## src/rtl/rx_pkg.sv

```systemverilog
// rx_pkg: shared constants and FSM state type for the serial frame receiver.
`default_nettype none

package rx_pkg;

  localparam int DATA_W    = 55;
  localparam int CNT_W     = 6;
  localparam int FRAME_LEN = DATA_W + 2;

  typedef enum logic [1:0] {
    IDLE = 2'd0,
    DATA = 2'd1,
    STOP = 2'd2
  } rx_state_t;

endpackage

`default_nettype wire

```

## src/rtl/rx_shift_reg.sv

```systemverilog
// rx_shift_reg: payload register written one bit at a time at an arbitrary index,
// with synchronous clear and full parallel output.
`default_nettype none

module rx_shift_reg #(
  parameter int WIDTH = rx_pkg::DATA_W,
  parameter int IDX_W = rx_pkg::CNT_W
) (
  input  logic             clk,
  input  logic             rst,
  input  logic             clr,
  input  logic             wr_en,
  input  logic [IDX_W-1:0] idx,
  input  logic             din,
  output logic [WIDTH-1:0] q
);

  // Per-bit decode keeps indices beyond WIDTH-1 from ever touching storage.
  always_ff @(posedge clk or posedge rst) begin
    if (rst) begin
      q <= '0;
    end else if (clr) begin
      q <= '0;
    end else begin
      for (int i = 0; i < WIDTH; i++) begin
        if (wr_en && (idx == IDX_W'(i))) begin
          q[i] <= din;
        end
      end
    end
  end

endmodule

`default_nettype wire

```

## src/rtl/recv_protocol.sv

```systemverilog
// recv_protocol: single-wire frame receiver (start 1, DATA_W bits LSB first, stop 0)
// feeding a one-entry valid/ack output register. Macro RX_STOP_CHECK_EN enables the stop-bit check.
`default_nettype none

module recv_protocol #(
  parameter int DATA_W = rx_pkg::DATA_W,
  parameter int CNT_W  = rx_pkg::CNT_W
) (
  input  logic              clk,
  input  logic              rst,
  input  logic              S_Data,
  output logic [DATA_W-1:0] RX_Data,
  output logic              RX_Data_Valid,
  input  logic              RX_Ack,
  output logic              Frame_Err,
  output logic              Overrun
);

  import rx_pkg::*;

  localparam logic [CNT_W-1:0] LAST_IDX = CNT_W'(DATA_W - 1);

  rx_state_t         state;
  logic [CNT_W-1:0]  cnt;
  logic [DATA_W-1:0] shift_q;
  logic              shift_clr;
  logic              shift_wr;
  logic              stop_good;

  assign shift_clr = (state == IDLE) && S_Data;
  assign shift_wr  = (state == DATA);

`ifdef RX_STOP_CHECK_EN
  assign stop_good = ~S_Data;
`else
  assign stop_good = 1'b1;
`endif

  rx_shift_reg #(
    .WIDTH (DATA_W),
    .IDX_W (CNT_W)
  ) u_shift (
    .clk   (clk),
    .rst   (rst),
    .clr   (shift_clr),
    .wr_en (shift_wr),
    .idx   (cnt),
    .din   (S_Data),
    .q     (shift_q)
  );

  always_ff @(posedge clk or posedge rst) begin
    if (rst) begin
      state         <= IDLE;
      cnt           <= '0;
      RX_Data       <= '0;
      RX_Data_Valid <= 1'b0;
      Frame_Err     <= 1'b0;
      Overrun       <= 1'b0;
    end else begin
      Frame_Err <= 1'b0;
      Overrun   <= 1'b0;
      // A load in STOP below overrides this, giving gapless replace-on-ack.
      if (RX_Data_Valid && RX_Ack) begin
        RX_Data_Valid <= 1'b0;
      end
      case (state)
        IDLE: begin
          if (S_Data) begin
            state <= DATA;
            cnt   <= '0;
          end
        end
        DATA: begin
          cnt <= cnt + 1'b1;
          if (cnt == LAST_IDX) begin
            state <= STOP;
          end
        end
        STOP: begin
          state <= IDLE;
          if (stop_good) begin
            if (!RX_Data_Valid || RX_Ack) begin
              RX_Data       <= shift_q;
              RX_Data_Valid <= 1'b1;
            end else begin
              Overrun <= 1'b1;
            end
          end else begin
`ifdef RX_STOP_CHECK_EN
            Frame_Err <= 1'b1;
`else
            Frame_Err <= 1'b0;
`endif
          end
        end
        default: state <= IDLE;
      endcase
    end
  end

endmodule

`default_nettype wire

```

## config.mk

```make
export PLATFORM = sky130hd
export DESIGN_NAME = recv_protocol
export DESIGN_NICKNAME = d
export VERILOG_FILES = /design/src/rtl/rx_pkg.sv /design/src/rtl/rx_shift_reg.sv /design/src/rtl/recv_protocol.sv
export SDC_FILE = /design/constraint.sdc
export NUM_CORES = 1
export LEC_CHECK = 0
export ABC_CLOCK_PERIOD_IN_PS = 3940
export CORE_MARGIN = 2
export CORE_UTILIZATION = 48
export DETAILED_ROUTE_END_ITERATION = 10
export PLACE_DENSITY = 0.73
export SLEW_MARGIN = 0
export SYNTH_ARGS = -nofsm -noshare
export SYNTH_HDL_FRONTEND = slang
export SYNTH_SLANG_ARGS = --single-unit
```

## constraint.sdc

```tcl
create_clock -name clk -period 3.94 [get_ports clk]
set_input_delay 0.394 -clock clk [delete_from_list [all_inputs] [get_ports clk]]
set_output_delay 0.394 -clock clk [all_outputs]
set_load 0.02 [all_outputs]
```

==> load_flow_metrics.sql, run 1 <==
INSERT INTO impl_metrics (metric_group, metric, value, unit) VALUES
('synthesis', 'average_size_of_a_mapped_cell', '12.6', 'sq um'),
('critical_path', 'worst-path-buf-inv', '1', ''),
('global_route', 'grt_pass1_vias', '3418', ''),
('synthesis', 'syn-num-nets', '413', ''),
('placement', 'placement.io_buffers', '60', ''),
('critical_path', 'crit_type', 'register to register', ''),
('synthesis', 'synth_edf_count', '0', ''),
('sta', 'setup_violations', '0', ''),
('synthesis', 'ys.flop_type', 'sky130_fd_sc_hd__dfrtp_1', ''),
('outcome', 'outcome', 'finished clean', ''),
('synthesis', 'netlist.top_cell.by_area', 'sky130_fd_sc_hd__dfrtp_1', ''),
('global_route', 'grt_antenna_before_repair', '0', ''),
('synthesis', 'synthesis.yosys.warnings', '0', ''),
('critical_path', 'critPathCaptureType', 'register', ''),
('sta', 'finalSetupTns', '0', 'ps'),
('placement', 'placement.cell_area', '5770', 'sq um'),
('worst_hold_path', 'holdCritPathClass', 'primary input to async pin', ''),
('synthesis', 'yosysUniqueCellTypes', '30', ''),
('power_and_ir_drop', 'p_per_area', '617', 'nW/um^2'),
('critical_path', 'worst_reg2reg_path_endpoint', 'u_shift.q[38]$_DFFE_PP0P_', ''),
('sta', 'fin_worst_skew', '8.91', 'ps'),
('die', 'initial_utilization', '49.4', '%'),
('synthesis', 'netlist_top_cells_area', 'sky130_fd_sc_hd__dfrtp_1 59%, sky130_fd_sc_hd__mux2_2 12%, sky130_fd_sc_hd__o211ai_1 5.6%, sky130_fd_sc_hd__o31ai_1 5.6%, sky130_fd_sc_hd__mux2i_1 3.5%', ''),
('critical_path', 'crit_path_top_delay_cell', 'sky130_fd_sc_hd__or3b_1', ''),
('global_route', 'grt_pass1_wl', '17.6', 'mm'),
('drt', 'number_of_remaining_drc_errors', '0', ''),
('synthesis', 'most_frequent_cell_after_synthesis', 'sky130_fd_sc_hd__dfrtp_1', ''),
('sta', 'timing.slew.headroom', '33.7', '%'),
('critical_path', 'cp_cell_sequence', 'or3b_1, buf_4, o211ai_1, o31ai_1', ''),
('critical_path', 'r2r_slack', '1600', 'ps'),
('flow_run', 'maxCapViolations', '0', ''),
('clock_tree', 'insertion_delay', '520', 'ps'),
('critical_path', 'worst-endpoint-arrival', '2730', 'ps'),
('drt', 'detailroute.via_count', '3419', ''),
('global_route', 'maximum_number_of_pins_on_one_net_before_global_route_repair', '83', ''),
('critical_path', 'cp_data_required_time', '4330', 'ps'),
('final_layout', 'design_area', '6350', 'sq um'),
('global_route', 'final_global_route_overflow_total', '0', ''),
('sta', 'max_clock_freq', '427', 'MHz'),
('die', 'num_rows', '37', ''),
('placement', 'place_hpwl', '6.38', 'mm'),
('critical_path', 'cp-start-kind', 'register', ''),
('final_layout', 'number_of_diodes_added_for_antenna_fixing', '0', ''),
('clock_tree', 'cts_hold_buf', '0', ''),
('drt', 'dr.pass1.iters', '4', ''),
('sta', 'worstMarginPinSlew', '995', 'ps'),
('drt', 'drt_iter0_drc', '199', ''),
('critical_path', 'delay_of_the_slowest_cell_on_the_worst_path', '820', 'ps'),
('synthesis', 'yosys_register_bits', '120', ''),
('synthesis', 'synth_common_cells', '120 x sky130_fd_sc_hd__dfrtp_1, 55 x sky130_fd_sc_hd__mux2_2, 43 x sky130_fd_sc_hd__nand2_1', ''),
('synthesis', 'mapped_cells', '405', ''),
('die', 'floorplan.io_pins', '62', ''),
('clock_tree', 'cts.repair.resized', '0', ''),
('clock_tree', 'cts.reportedPaths.clkPinSlew', '70', 'ps'),
('critical_path', 'setup.worst_path.start', 'state[0]$_DFFE_PP0P_', ''),
('sta', 'min_period_over_period', '59.5', '%'),
('sta', 'timing_hold_violations_final', '0', ''),
('power_and_ir_drop', 'vdd_drop_max', '337', 'uV'),
('drt', 'wl_cell', '16.9', 'um'),
('sta', 'holdWs', '450', 'ps'),
('critical_path', 'crit-reg2reg-launch', 'state[0]$_DFFE_PP0P_', ''),
('synthesis', 'synth_top_area_share', '58.9', '%'),
('synthesis', 'netlist_area', '5090', 'sq um'),
('sta', 'unrepaired_setup_endpoints_after_global_routing', 'no', ''),
('sta', 'post-route-min-period', '2340', 'ps'),
('clock_tree', 'cts_inserted_buffers', '17', ''),
('synthesis', 'synth_async_sr_flop_share', '100', '%'),
('clock_tree', 'cts-htree-levels', '4', ''),
('final_layout', 'post_route_cells_drive_above_1_share', '20.8', '%'),
('clock_tree', 'ctsRootBufferMaster', 'sky130_fd_sc_hd__clkbuf_8', ''),
('clock_tree', 'cts_num_sinks', '120', '');
==> per-layer routing <==
metal / vias to the layer above / global-route usage (%) / share of wire [%]
li1: 1607 / - / -
met1: 1725 / 27.0 / 46
met2: 79 / 30.9 / 49
met3: 8 / 5.71 / 4.0
met4: 0 / 5.01 / 0.75
met5: - / 0 / 0
==> cell families (layout without fill, tap and decap cells) <==
family                   Yosys count  after routing  synth area share [%]
flip-flops                       120            120                  58.9
AND/OR/NAND/NOR                   86             86                  9.09
AO/OA/AOI/OAI                     82             82                  11.8
multiplexers                      73             73                  15.7
buffers and inverters             39            101                  3.39
adder cells (fa/ha/maj)            4              4                 0.982
other                              1              1                0.0736
==> worst reg2reg max path, stage by stage (launching register included) <==
cell	delay (ps)
sky130_fd_sc_hd__dfrtp_1	640
sky130_fd_sc_hd__or3b_1	820
sky130_fd_sc_hd__buf_4	450
sky130_fd_sc_hd__o211ai_1	170
sky130_fd_sc_hd__o31ai_1	130
==> worst max path at each step <==
stage                                           end  slack (ps)  cells after the start
final                     u_shift.q[38]$_DFFE_PP0P_        1600                      4
after floorplan                   Overrun$_DFF_PP0_         360                      1
after global routing      u_shift.q[39]$_DFFE_PP0P_        1400                      4
after global placement    u_shift.q[28]$_DFFE_PP0P_        1450                      5
after CTS                 u_shift.q[11]$_DFFE_PP0P_        1610                      4
after detailed placement  u_shift.q[38]$_DFFE_PP0P_        1420                      5
==> flip-flops by register name, indices dropped and copies added, names as in the netlist <==
register / flops
Overrun: 1
state: 2
RX_Data: 55
cnt: 6
RX_Data_Valid: 1
u_shift.q: 55
==> area by class of cell <==
cell class | count | area [sq um]
Fill cell | 809 | 3980
Sequential cell | 120 | 3000
Multi-Input combinational cell | 246 | 1940
Timing Repair Buffer | 65 | 638
Clock buffer | 17 | 414
Tap cell | 136 | 170
Clock inverter | 15 | 168
Inverter | 4 | 17.5
==> per-stage QoR <==
| stage | total power [mW] | std cells | setup slack [ps] | util, % |
|---|---|---|---|---|
| 2_1_floorplan | 2.22 | 405 | 360 | - |
| 3_5_place_dp | 2.42 | 571 | 1420 | 55.9 |
| 5_1_grt | 4.13 | 603 | 1400 | 61.5 |
| 4_1_cts | 3.94 | 603 | 1610 | 61.5 |
| 3_3_place_gp | 2.37 | 571 | 1450 | 55.9 |
| 6_report | 3.91 | 603 | 1600 | 61.5 |
==> layout by cell type (no fill, tap or decap), drive strengths merged <==
cell type,synthesis,layout
clkinvlp,0,2
nor2b,2,2
nor3,1,1
nand3b,8,8
mux2i,18,18
nand2b,3,3
buf,19,5
nand3,10,10
and4bb,2,2
inv,4,9
or3,2,2
or4b,1,1
o21ai,5,5
o31ai,38,38
nand2,43,43
clkbuf,16,17
nand4b,1,1
bufinv,0,2
mux2,55,55
nor2,3,3
o21bai,1,1
nand4bb,2,2
o211ai,38,38
ha,4,4
nor4b,1,1
clkinv,0,6
or3b,1,1
clkdlybuf4s50,0,60
conb,1,1
and4b,1,1
nor3b,5,5
dfrtp,120,120
==> report_power, final <==
part	switching [mW]	total [mW]	internal, mW
sequential	0.205	1.64	1.43
clock	0.601	1.51	0.912
combinational	0.491	0.764	0.272
Power figures use the tool's default switching activity.
==> run 2, diff against run 1 <==
--- a/config.mk
+++ b/config.mk
@@ -5,7 +5,7 @@
 export SDC_FILE = /design/constraint.sdc
 export NUM_CORES = 1
 export LEC_CHECK = 0
-export ABC_CLOCK_PERIOD_IN_PS = 3940
+export ABC_CLOCK_PERIOD_IN_PS = 2500
 export CORE_MARGIN = 2
 export CORE_UTILIZATION = 48
 export DETAILED_ROUTE_END_ITERATION = 10
==> constraint.sdc (replaced) <==
create_clock -name clk -period 2.5 [get_ports clk]
set_input_delay 0.25 -clock clk [delete_from_list [all_inputs] [get_ports clk]]
set_output_delay 0.25 -clock clk [all_outputs]
set_load 0.02 [all_outputs]
==> run 2 against run 1 <==
Net effect: first-iteration DRC count rose by 37%; clock skew increased by 2.5 ps; via count fell by 0.91%; setup slack lost 1200 ps; count of clock-buffer cells in the layout grew 2; sequential share of layout area shrank 0.68 points; sequential cell count is the same; hold slack worse by 440 ps; power up 61%; critical path type unchanged.
==> load_flow_metrics.sql, run 2 (same netlist as run 1, synthesis figures left out) <==
INSERT INTO impl_metrics (metric_group, metric, value, unit) VALUES
('sta', 'final_max_slew_viol_count', '0', ''),
('worst_hold_path', 'holdCritPathClass', 'primary input to async pin', ''),
('power_and_ir_drop', 'power.static_leakage', '2.85', 'nW'),
('placement', 'place_hpwl', '6.63', 'mm'),
('outcome', 'outcome', 'finished clean', ''),
('clock_tree', 'cts.reportedPaths.clkPinSlew', '60', 'ps'),
('critical_path', 'critPathCaptureType', 'register', ''),
('die', 'num_rows', '37', ''),
('die', 'initial_utilization', '49.4', '%'),
('global_route', 'final_global_route_overflow_total', '0', ''),
('sta', 'fin_worst_skew', '11.4', 'ps'),
('drt', 'route.final.wire_length', '10.4', 'mm'),
('clock_tree', 'cts_num_sinks', '120', ''),
('final_layout', 'stdcell_count', '608', ''),
('final_layout', 'final_cell_mix', '120 x sky130_fd_sc_hd__dfrtp_1, 60 x sky130_fd_sc_hd__clkdlybuf4s50_1, 55 x sky130_fd_sc_hd__mux2_2, 43 x sky130_fd_sc_hd__nand2_1', ''),
('clock_tree', 'cts_inserted_buffers', '17', ''),
('final_layout', 'multi_input_area', '1940', 'sq um'),
('final_layout', 'post-route-util', '62.4', '%'),
('drt', 'wl_cell', '17.1', 'um'),
('sta', 'post-route-min-period', '2070', 'ps'),
('sta', 'timing_hold_violations_final', '0', ''),
('global_route', 'grt_antenna_before_repair', '0', ''),
('clock_tree', 'cts_tree', 'yes', ''),
('die', 'fp.coreArea', '10300', 'sq um'),
('sta', 'finalSetupTns', '0', 'ps'),
('critical_path', 'worst-endpoint-arrival', '2420', 'ps'),
('power_and_ir_drop', 'vdd_drop_max', '595', 'uV'),
('final_layout', 'reg.largest.list', 'RX_Data: 55 flops, u_shift.q: 55 flops, cnt: 6 flops', ''),
('final_layout', 'post_route_cells_drive_above_1_share', '21.6', '%'),
('placement', 'place.gp.congestion', '0.825', ''),
('final_layout', 'layout_commonest_cell', 'sky130_fd_sc_hd__dfrtp_1', ''),
('critical_path', 'worst-path-max-fanout', '24', ''),
('sta', 'worstMarginPinSlew', '918', 'ps'),
('placement', 'placement.cell_area', '5830', 'sq um'),
('drt', 'dr.pass1.iters', '4', ''),
('global_route', 'grt_pass1_wl', '17.5', 'mm'),
('clock_tree', 'insertion_delay', '520', 'ps'),
('drt', 'via_per_inst', '5.57', ''),
('final_layout', 'sequential_cell_area', '3000', 'sq um'),
('global_route', 'grt_pass1_vias', '3382', ''),
('placement', 'post-place-cells', '576', ''),
('final_layout', 'number_of_diodes_added_for_antenna_fixing', '0', ''),
('clock_tree', 'cts-htree-levels', '4', ''),
('drt', 'detailroute.via_count', '3388', ''),
('sta', 'timing.slew.headroom', '38.6', '%'),
('final_layout', 'fillerInstances', '793', ''),
('power_and_ir_drop', 'p_per_area', '981', 'nW/um^2'),
('clock_tree', 'cts_max_path_buffers', '2', ''),
('sta', 'min_period_over_period', '82.8', '%'),
('final_layout', 'design_area', '6440', 'sq um'),
('final_layout', 'final_net_count', '467', ''),
('critical_path', 'r2r_slack', '430', 'ps'),
('critical_path', 'cp_data_required_time', '2850', 'ps'),
('drt', 'number_of_remaining_drc_errors', '0', ''),
('sta', 'setup_violations', '0', ''),
('critical_path', 'crit_type', 'register to register', ''),
('placement', 'placement.io_buffers', '60', ''),
('die', 'floorplan.die_area', '11500', 'sq um'),
('sta', 'final_critical_path_setup_slack', '429', 'ps'),
('global_route', 'maximum_number_of_pins_on_one_net_before_global_route_repair', '61', ''),
('global_route', 'globalRouteTotalUtil', '19.8', '%'),
('drt', 'detail-route-antenna-nets', '0', ''),
('clock_tree', 'cts_hold_buf', '0', ''),
('drt', 'drt_iter0_drc', '273', ''),
('critical_path', 'cp-start-kind', 'register', ''),
('sta', 'unrepaired_setup_endpoints_after_global_routing', 'no', ''),
('die', 'die_height', '107', 'um'),
('clock_tree', 'cts.repair.resized', '0', ''),
('placement', 'placement.setup.worst_slack', '470', 'ps'),
('die', 'floorplan.io_pins', '62', ''),
('sta', 'max_clock_freq', '483', 'MHz'),
('final_layout', 'syn2layout_area_growth', '26.4', '%'),
('die', 'die_w', '107', 'um'),
('clock_tree', 'post_cts.repair.setup_buffers', '0', ''),
('clock_tree', 'ctsRootBufferMaster', 'sky130_fd_sc_hd__clkbuf_8', ''),
('flow_run', 'maxCapViolations', '0', '');
run 2: cell count changes in the layout (fill, tap and decap cells not counted):
cell                         change
sky130_fd_sc_hd__inv_6           -3
sky130_fd_sc_hd__clkbuf_8        +2
sky130_fd_sc_hd__clkinv_4        -2
sky130_fd_sc_hd__buf_12          +2
sky130_fd_sc_hd__inv_4           -1
sky130_fd_sc_hd__bufinv_16       +1
sky130_fd_sc_hd__buf_4           +3
sky130_fd_sc_hd__clkinvlp_4      +3
run 2: worst max-delay path: stages (launching register included):
cell and delay, ps:
sky130_fd_sc_hd__dfrtp_1 620, sky130_fd_sc_hd__or4b_1 850, sky130_fd_sc_hd__o211ai_1 320, sky130_fd_sc_hd__o31ai_1 110
run 2: path summary, 6_finish.rpt:
check / cells past startpoint / from / to
setup / recovery: 3 / state[0]$_DFFE_PP0P_ / u_shift.q[9]$_DFFE_PP0P_
hold / removal: 2 / rst / u_shift.q[4]$_DFFE_PP0P_
setup reg to reg: 3 / state[0]$_DFFE_PP0P_ / u_shift.q[9]$_DFFE_PP0P_
hold reg to reg: 1 / RX_Data[13]$_DFFE_PP0P_ / RX_Data[13]$_DFFE_PP0P_
max in group asynchronous: 3 / rst / RX_Data[22]$_DFFE_PP0P_
min in group clk: 3 / RX_Ack / RX_Data_Valid$_DFF_PP0_
run 2: power by group:
group          switching [mW]  internal [mW]
logic                   0.816          0.463
registers               0.312           2.26
clock network           0.885           1.58
total                    2.01           4.30
run 2: routing by layer:
layer  track usage [%]  wire, um
met5                 0         0
met4              8.16       131
met3              5.41       406
met2              28.8      4970
met1              28.0      4870
run 2: area by class of cell:
| class | count | share of cell area [%] |
|---|---|---|
| inverters | 4 | 0.291 |
| repair buffers | 70 | 10.9 |
| multi-input cells | 246 | 30.1 |
| flip-flops and latches | 120 | 46.6 |
| clock inverters | 13 | 2.62 |
| well taps | 136 | 2.64 |
| clock buffers | 19 | 6.86 |
run 2: through the flow:
stage,power (mW),hold slack [ps]
floorplan,3.51,447
global placement,3.78,490
detailed placement,3.87,495
CTS,6.36,2.82
global route,6.66,4.80
finish,6.32,11.8
